### config.mk
export PLATFORM = sky130hd
export DESIGN_NAME = uart_hex_writer
export DESIGN_NICKNAME = d
export VERILOG_FILES = /design/src/rtl/uart_hex_writer.sv
export SDC_FILE = /design/constraint.sdc
export NUM_CORES = 1
export LEC_CHECK = 0
export CAP_MARGIN = 0
export CORE_MARGIN = 5
export CORE_UTILIZATION = 45
export DETAILED_ROUTE_END_ITERATION = 6
export PLACE_DENSITY_LB_ADDON = 0.25
export SYNTH_ARGS = -nofsm -noshare
export SYNTH_HDL_FRONTEND = slang
export SYNTH_SLANG_ARGS = --single-unit
### constraint.sdc
create_clock -name clk_1kHz -period 2.9 [get_ports clk_1kHz]
set_clock_uncertainty 0.05 [all_clocks]
set_input_delay 0.435 -clock clk_1kHz [delete_from_list [all_inputs] [get_ports clk_1kHz]]
set_output_delay 0.435 -clock clk_1kHz [all_outputs]
set_load 0.1 [all_outputs]
### src/rtl/uart_hex_writer.sv
// uart_hex_writer
// Renders a captured 8-bit value as ASCII hex ("0xHH\r\n" by default) and
// writes it byte-by-byte into the UART TX FIFO, one strobe every other cycle,
// pausing while the (synchronized) FIFO-full flag is set.
//
// Ports:
//   clk_1kHz    block clock, rising edge
//   reset       asynchronous, active-high
//   start       rising edge requests one message
//   data_in     value to render, sampled on the accepted trigger
//   tx_full     TX FIFO full (100 MHz domain), two-flop synchronized here
//   write_uart  one-cycle write strobe per byte
//   write_data  byte to write, held until the next strobe
//   busy        message in progress
//   done        one-cycle pulse after the last byte's strobe
//   sent_count  completed messages, wrapping
module uart_hex_writer #(
    parameter int unsigned PREFIX_EN   = 1,
    parameter int unsigned CRLF_EN     = 1,
    parameter int unsigned AUTO_PERIOD = 0
) (
    input  logic        clk_1kHz,
    input  logic        reset,
    input  logic        start,
    input  logic [7:0]  data_in,
    input  logic        tx_full,
    output logic        write_uart,
    output logic [7:0]  write_data,
    output logic        busy,
    output logic        done,
    output logic [15:0] sent_count
);

    localparam int unsigned LEN       = 2 + 2 * PREFIX_EN + 2 * CRLF_EN;
    localparam logic [2:0]  LAST_IDX  = 3'(LEN - 1);
    // Without a prefix, byte 0 is the high nibble: shift into the full layout.
    localparam logic [2:0]  POS_OFS   = (PREFIX_EN != 0) ? 3'd0 : 3'd2;
    localparam logic [15:0] AUTO_LAST = (AUTO_PERIOD == 0) ? 16'd0 : 16'(AUTO_PERIOD - 1);

    typedef enum logic [1:0] {IDLE, EMIT, GAP} state_t;

    state_t      state;
    logic [2:0]  idx;
    logic [7:0]  shadow;
    logic        start_q;
    logic        tx_full_m;
    logic        tx_full_s;
    logic [15:0] auto_cnt;
    logic        auto_tick;
    logic        trigger;
    logic [2:0]  pos;
    logic [7:0]  cur_char;

    function automatic logic [7:0] hex_ascii(input logic [3:0] n);
        return (n < 4'd10) ? (8'h30 + {4'h0, n}) : (8'h37 + {4'h0, n});
    endfunction

    always_comb begin
        pos      = idx + POS_OFS;
        cur_char = 8'h00;
        case (pos)
            3'd0:    cur_char = 8'h30;
            3'd1:    cur_char = 8'h78;
            3'd2:    cur_char = hex_ascii(shadow[7:4]);
            3'd3:    cur_char = hex_ascii(shadow[3:0]);
            3'd4:    cur_char = 8'h0D;
            3'd5:    cur_char = 8'h0A;
            default: cur_char = 8'h00;
        endcase
    end

    always_comb begin
        auto_tick = (AUTO_PERIOD != 0) && (auto_cnt == AUTO_LAST);
        trigger   = (start & ~start_q) | auto_tick;
    end

    always_ff @(posedge clk_1kHz or posedge reset) begin
        if (reset) begin
            start_q   <= 1'b0;
            tx_full_m <= 1'b0;
            tx_full_s <= 1'b0;
            auto_cnt  <= '0;
        end else begin
            start_q   <= start;
            tx_full_m <= tx_full;
            tx_full_s <= tx_full_m;
            if (AUTO_PERIOD == 0 || auto_cnt == AUTO_LAST)
                auto_cnt <= '0;
            else
                auto_cnt <= auto_cnt + 16'd1;
        end
    end

    always_ff @(posedge clk_1kHz or posedge reset) begin
        if (reset) begin
            state      <= IDLE;
            idx        <= '0;
            shadow     <= '0;
            write_uart <= 1'b0;
            write_data <= '0;
            busy       <= 1'b0;
            done       <= 1'b0;
            sent_count <= '0;
        end else begin
            done <= 1'b0;
            case (state)
                IDLE: begin
                    // Triggers outside IDLE are dropped, not queued.
                    if (trigger) begin
                        shadow <= data_in;
                        idx    <= '0;
                        busy   <= 1'b1;
                        state  <= EMIT;
                    end
                end
                EMIT: begin
                    if (!tx_full_s) begin
                        write_uart <= 1'b1;
                        write_data <= cur_char;
                        state      <= GAP;
                    end
                end
                GAP: begin
                    write_uart <= 1'b0;
                    if (idx == LAST_IDX) begin
                        done       <= 1'b1;
                        busy       <= 1'b0;
                        sent_count <= sent_count + 16'd1;
                        state      <= IDLE;
                    end else begin
                        idx   <= idx + 3'd1;
                        state <= EMIT;
                    end
                end
                default: state <= IDLE;
            endcase
        end
    end

endmodule

# == Word level (Yosys, flattened, before mapping) ==
# Cells that the tools add are included.
# word_totals
in_bits,12
elab_cells,61
mem_bits_ro,0
memories,0
latchBits,0
register_bits,43
ram_bits,0
# op_classes
magnitude_cmp,2
n_mul,0
eq_ne,11
mux,17
n_shift,0
add_sub_neg,6
n_reduce_logical,11
div,0
bitwise,3
# op_table
operator,n
$pmux 7 s6,1
$add 6x4->7 const A,4
$add 16x1->16 const B,1
$mux 7,2
$reduce_and 2->1,5
$lt 4x4->1 const B,2
$eq 3x2->1 const B,2
$eq 3x3->1 const B,2
$mux 1,6
$mux 3,2
$ne 2x2->1 const B,3
$pmux 2 s3,1
$pmux 3 s2,1
$reduce_and 3->1,2
$mux 2,2
$pmux 1 s2,2
$reduce_bool 2->1,2
$add 3x1->3 const B,1
$eq 3x1->1 const B,1
$logic_not 3->1,1
$eq 2x1->1 const B,1
$eq 2x2->1 const B,1
$logic_not 2->1,1
$ne 2x1->1 const B,1
2 further kinds,3

# == Longest topological paths before layout ==
# depth
depth_word,4
depth_mapped,7

# == Worst setup path before layout ==
# Ideal clock, no wire load.
# synth_timing
kind,reg2reg
start,reg sent_count[3]
end,reg sent_count[11]
arrival_time_ps,1915
period_less_slack_ps,2123
path_buffers,0
stages_incl_launch_ff,5
setup_slack_ps,777
cell_sequence,dfrtp_1 -> and4_2 -> and4bb_4 -> nand4_2 -> xnor2_1
# synth_via
elab_chain_cells,1
# synth_rtl
element,line_no,text
"start, declared",31,output logic [15:0] sent_count
"start signal, assigned",128,sent_count <= sent_count + 16'd1;
$add 16x1->16,128,
# Every way passes these cells.
# A chain may end at the register's enable or synchronous reset.

# == Worst setup path in the final report ==
# layout_timing
start,reg idx[1]
end,reg sent_count[11]
# layout_via
elab_chain_cells,2
# layout_rtl
element,line_no,text
"start, declared",43,logic [2:0] idx;
"start signal, assigned",131,idx <= idx + 3'd1;
$eq 3x3->1,125,if (idx == LAST_IDX) begin
$reduce_and 2->1 (no source line),--,
# Every way passes these cells.

==> qor.yml <==
critical_path:
  endpoint_kind: "flop"
  critPathMaxFanout: 8
  worstSetupStartpointType: "flop"
  crit_arrival_ns: 2.01
  reg2reg_from: "idx[1]$_DFFE_PP0P_"
  required_ns: 3.03
  rrSetupSlack_ns: 1.02
  crit_type: "flop to flop"
  worstRegToRegCells: 6
  worstReg2RegEnd: "sent_count[11]$_DFFE_PP0P_"
sta:
  finalSetupViolCount: 0
  rsz0062_at_grt: "false"
  final-hold-violation-count: 0
  slew_headroom_pct: 58.1
  worst_slew_pin_slew_ns: 0.626
  finalMaxSlewViolations: 0
  fin_crit_ns: 1.88
  fmax_mhz: 531
  finalCritPeriodShare_pct: 64.9
  setup_tns_ns: 0
power_and_ir_drop:
  intPower_mw: 1.39
  p_per_area_mw_per_mm2: 953
  power_frac_clock_pct: 23.3
  p_leak_nw: 1.20
  p_sw_mw: 1.05
  sw_frac_of_total_pct: 43.0
  power_frac_comb_pct: 40.4
  ir_drop_uv: 453
  pwr-share-seq_pct: 36.3
logic_synthesis:
  yosysSeqAreaShare_pct: 50.6
  synth_area_mm2: 0.00208
  synth_top_cell_by_area: "dfrtp_1"
  synth_top_area_share_pct: 50.6
  synth_edf_count: 0
  synth_cell_types: 50
  synth_area_leaders: "dfrtp_1 (51%), xnor2_1 (6.3%), nand2_1 (5.4%), ha_1 (4.8%), o21ai_0 (3.4%)"
  syn_inst: 195
  synthArstFlopShare_pct: 100
  postSynthAreaPerCell_um2: 10.6
  syn_nets: 215
  ys_ff_latch: 42
  yosys_warnings: 0
  ys.flop_type: "dfrtp_1"
layout:
  postLayoutCoreUtil_pct: 58.1
  drive_above_1_share_pct: 22.0
  nets: 255
  area_growth_pct: 23.6
  antenna_cells: 0
clock_network:
  h-tree-depth: 2
  cts_resized: 0
  cts_tree: "yes"
  clk_pin_slew_ns: 0.08
  cts-buffers-inserted: 5
  post-cts-setup-buffers: 0
  clock-root-buffer: "clkbuf_8"
  clock_latency_ns: 0.29
  cts.sinks: 42
  cts.hold.buffers_added: 0
  cts.path.max_buffers: 2
floorplanning:
  core-area_mm2: 0.00441
  die_area_mm2: 0.00607
  die_h_um: 77.9
  rows: 24
  die_w_um: 77.9
  pin_count: 39
  start_util_pct: 47.0
placement:
  dpl.hpwl_mm: 2.99
  io_buffers: 37
  gp_congestion: 0.823
global_routing:
  grt_overflow: 0
  antenna_found_initial: 0
  grt_max_degree: 43
  grt_pass1_wl_mm: 7.07
  grt.total_usage_pct: 14.3
  grt_pass1_vias: 1532
min_path:
  hp-class: "flop to flop"
  hold_path.startpoint: "tx_full_m$_DFF_PP0_"
  min_to: "tx_full_s$_DFF_PP0_"
  min_path_cells: 0
drt:
  ant_nets: 0
  drt_wl_total_mm: 4.07
  drt-vias-per-instance: 5.31
  drc: 0
  num_vias: 1528
  drtPass1Iterations: 4
  drtIter0Drc: 75
  routedWlPerCell_um: 14.1
flow_run:
  drv_cap: 0
run_status:
  status: "complete, no violations"
power by group through the flow:
stage	Combinational (mW)	Sequential, mW	Clock [mW]
6_report	0.987	0.887	0.569
5_1_grt	1.06	0.923	0.602
4_1_cts	0.995	0.888	0.581
3_5_place_dp	0.992	0.899	0
3_3_place_gp	0.978	0.897	0
2_1_floorplan	0.444	1.23	0
worst max-delay path: stages, from the launching register on:
cell and delay (ns):
dfrtp_1 0.48, inv_1 0.12, ha_1 0.31, nand4b_4 0.19, and4bb_4 0.39, nand4_2 0.11
xnor2_1 0.13
layout by cell type (no fill, tap or decap), types with 2 or more instances in the layout:
master	count
buf_4	27
ha_1	8
a21oi_1	7
nor2b_1	3
a22o_1	2
a22oi_1	2
and4_1	2
nand3_1	7
nand2_1	30
inv_1	10
nand2b_1	2
bufinv_16	2
xor2_1	2
dfrtp_1	42
mux2_2	4
and2_1	2
o21ai_0	14
clkbuf_8	6
nor2_1	5
xnor2_1	15
nand4_2	2
nor3_1	3
clkdlybuf4s50_1	11
inv_2	2
synth_stat cells (3+ instances only):
library cell / n
dfrtp_1: 42
nand2_1: 30
xnor2_1: 15
o21ai_0: 14
inv_1: 10
ha_1: 8
a21oi_1: 7
nand3_1: 7
nor2_1: 5
mux2_2: 4
nor2b_1: 3
nor3_1: 3
worst max-delay path by stage:
stage                               from                         end  slack (ns)  depth (start not counted)
6_report              idx[1]$_DFFE_PP0P_  sent_count[11]$_DFFE_PP0P_        1.02                          6
5_1_grt               idx[2]$_DFFE_PP0P_   write_data[3]$_DFFE_PP0P_        0.89                          5
4_1_cts               idx[1]$_DFFE_PP0P_  sent_count[11]$_DFFE_PP0P_        0.99                          6
3_5_place_dp                       start       shadow[2]$_DFFE_PP0P_        0.81                          3
3_3_place_gp                       start       shadow[2]$_DFFE_PP0P_        0.87                          3
2_1_floorplan  sent_count[3]$_DFFE_PP0P_  sent_count[11]$_DFFE_PP0P_        0.78                          4
stage by stage:
step	cells	cell area (um2)	hold slack [ns]	setup slack, ns	total power [mW]
after detailed placement	280	2420	0.289	0.806	1.89
after CTS	288	2560	0.308	0.990	2.46
after global placement	280	2420	0.283	0.871	1.88
after global routing	288	2560	0.334	0.888	2.59
final	288	2560	0.306	1.02	2.44
after floorplan	195	2080	0.281	0.777	1.67
routing by layer:
layer / part of all wire, % / GRT usage [%] / up-vias / routed length (um)
li1: - / - / 753 / -
met1: 46 / 18.7 / 724 / 1870
met2: 46 / 22.3 / 47 / 1890
met3: 6.8 / 4.75 / 4 / 277
met4: 0.93 / 4.56 / 0 / 38
met5: 0 / 0 / - / 0
state kept, by name, summed over array words and instances, names as in the netlist, 2 cells and up:
register,count
shadow,8
idx,3
state,2
sent_count,16
write_data,7
kinds of logic after synthesis:
kind of cell | Yosys count | share of synthesized area [%]
AND/OR/NAND/NOR | 66 | 18.5
flip-flops | 42 | 50.6
AO/OA/AOI/OAI | 40 | 12.8
XOR/XNOR | 17 | 7.17
buffers and inverters | 17 | 3.68
adder cells (fa/ha/maj) | 8 | 4.82
multiplexers | 4 | 2.17
other | 1 | 0.181
layout make-up:
| class | instances | area (um2) |
|---|---|---|
| clock buffer | 6 | 82.6 |
| clock inverter | 2 | 60.1 |
| fill | 392 | 1850 |
| inverter | 12 | 45.0 |
| multi-input combinational | 136 | 948 |
| sequential | 42 | 1050 |
| tap | 52 | 65.1 |
| timing repair buffer | 38 | 313 |
No activity file was read; power rests on OpenSTA's default activity.
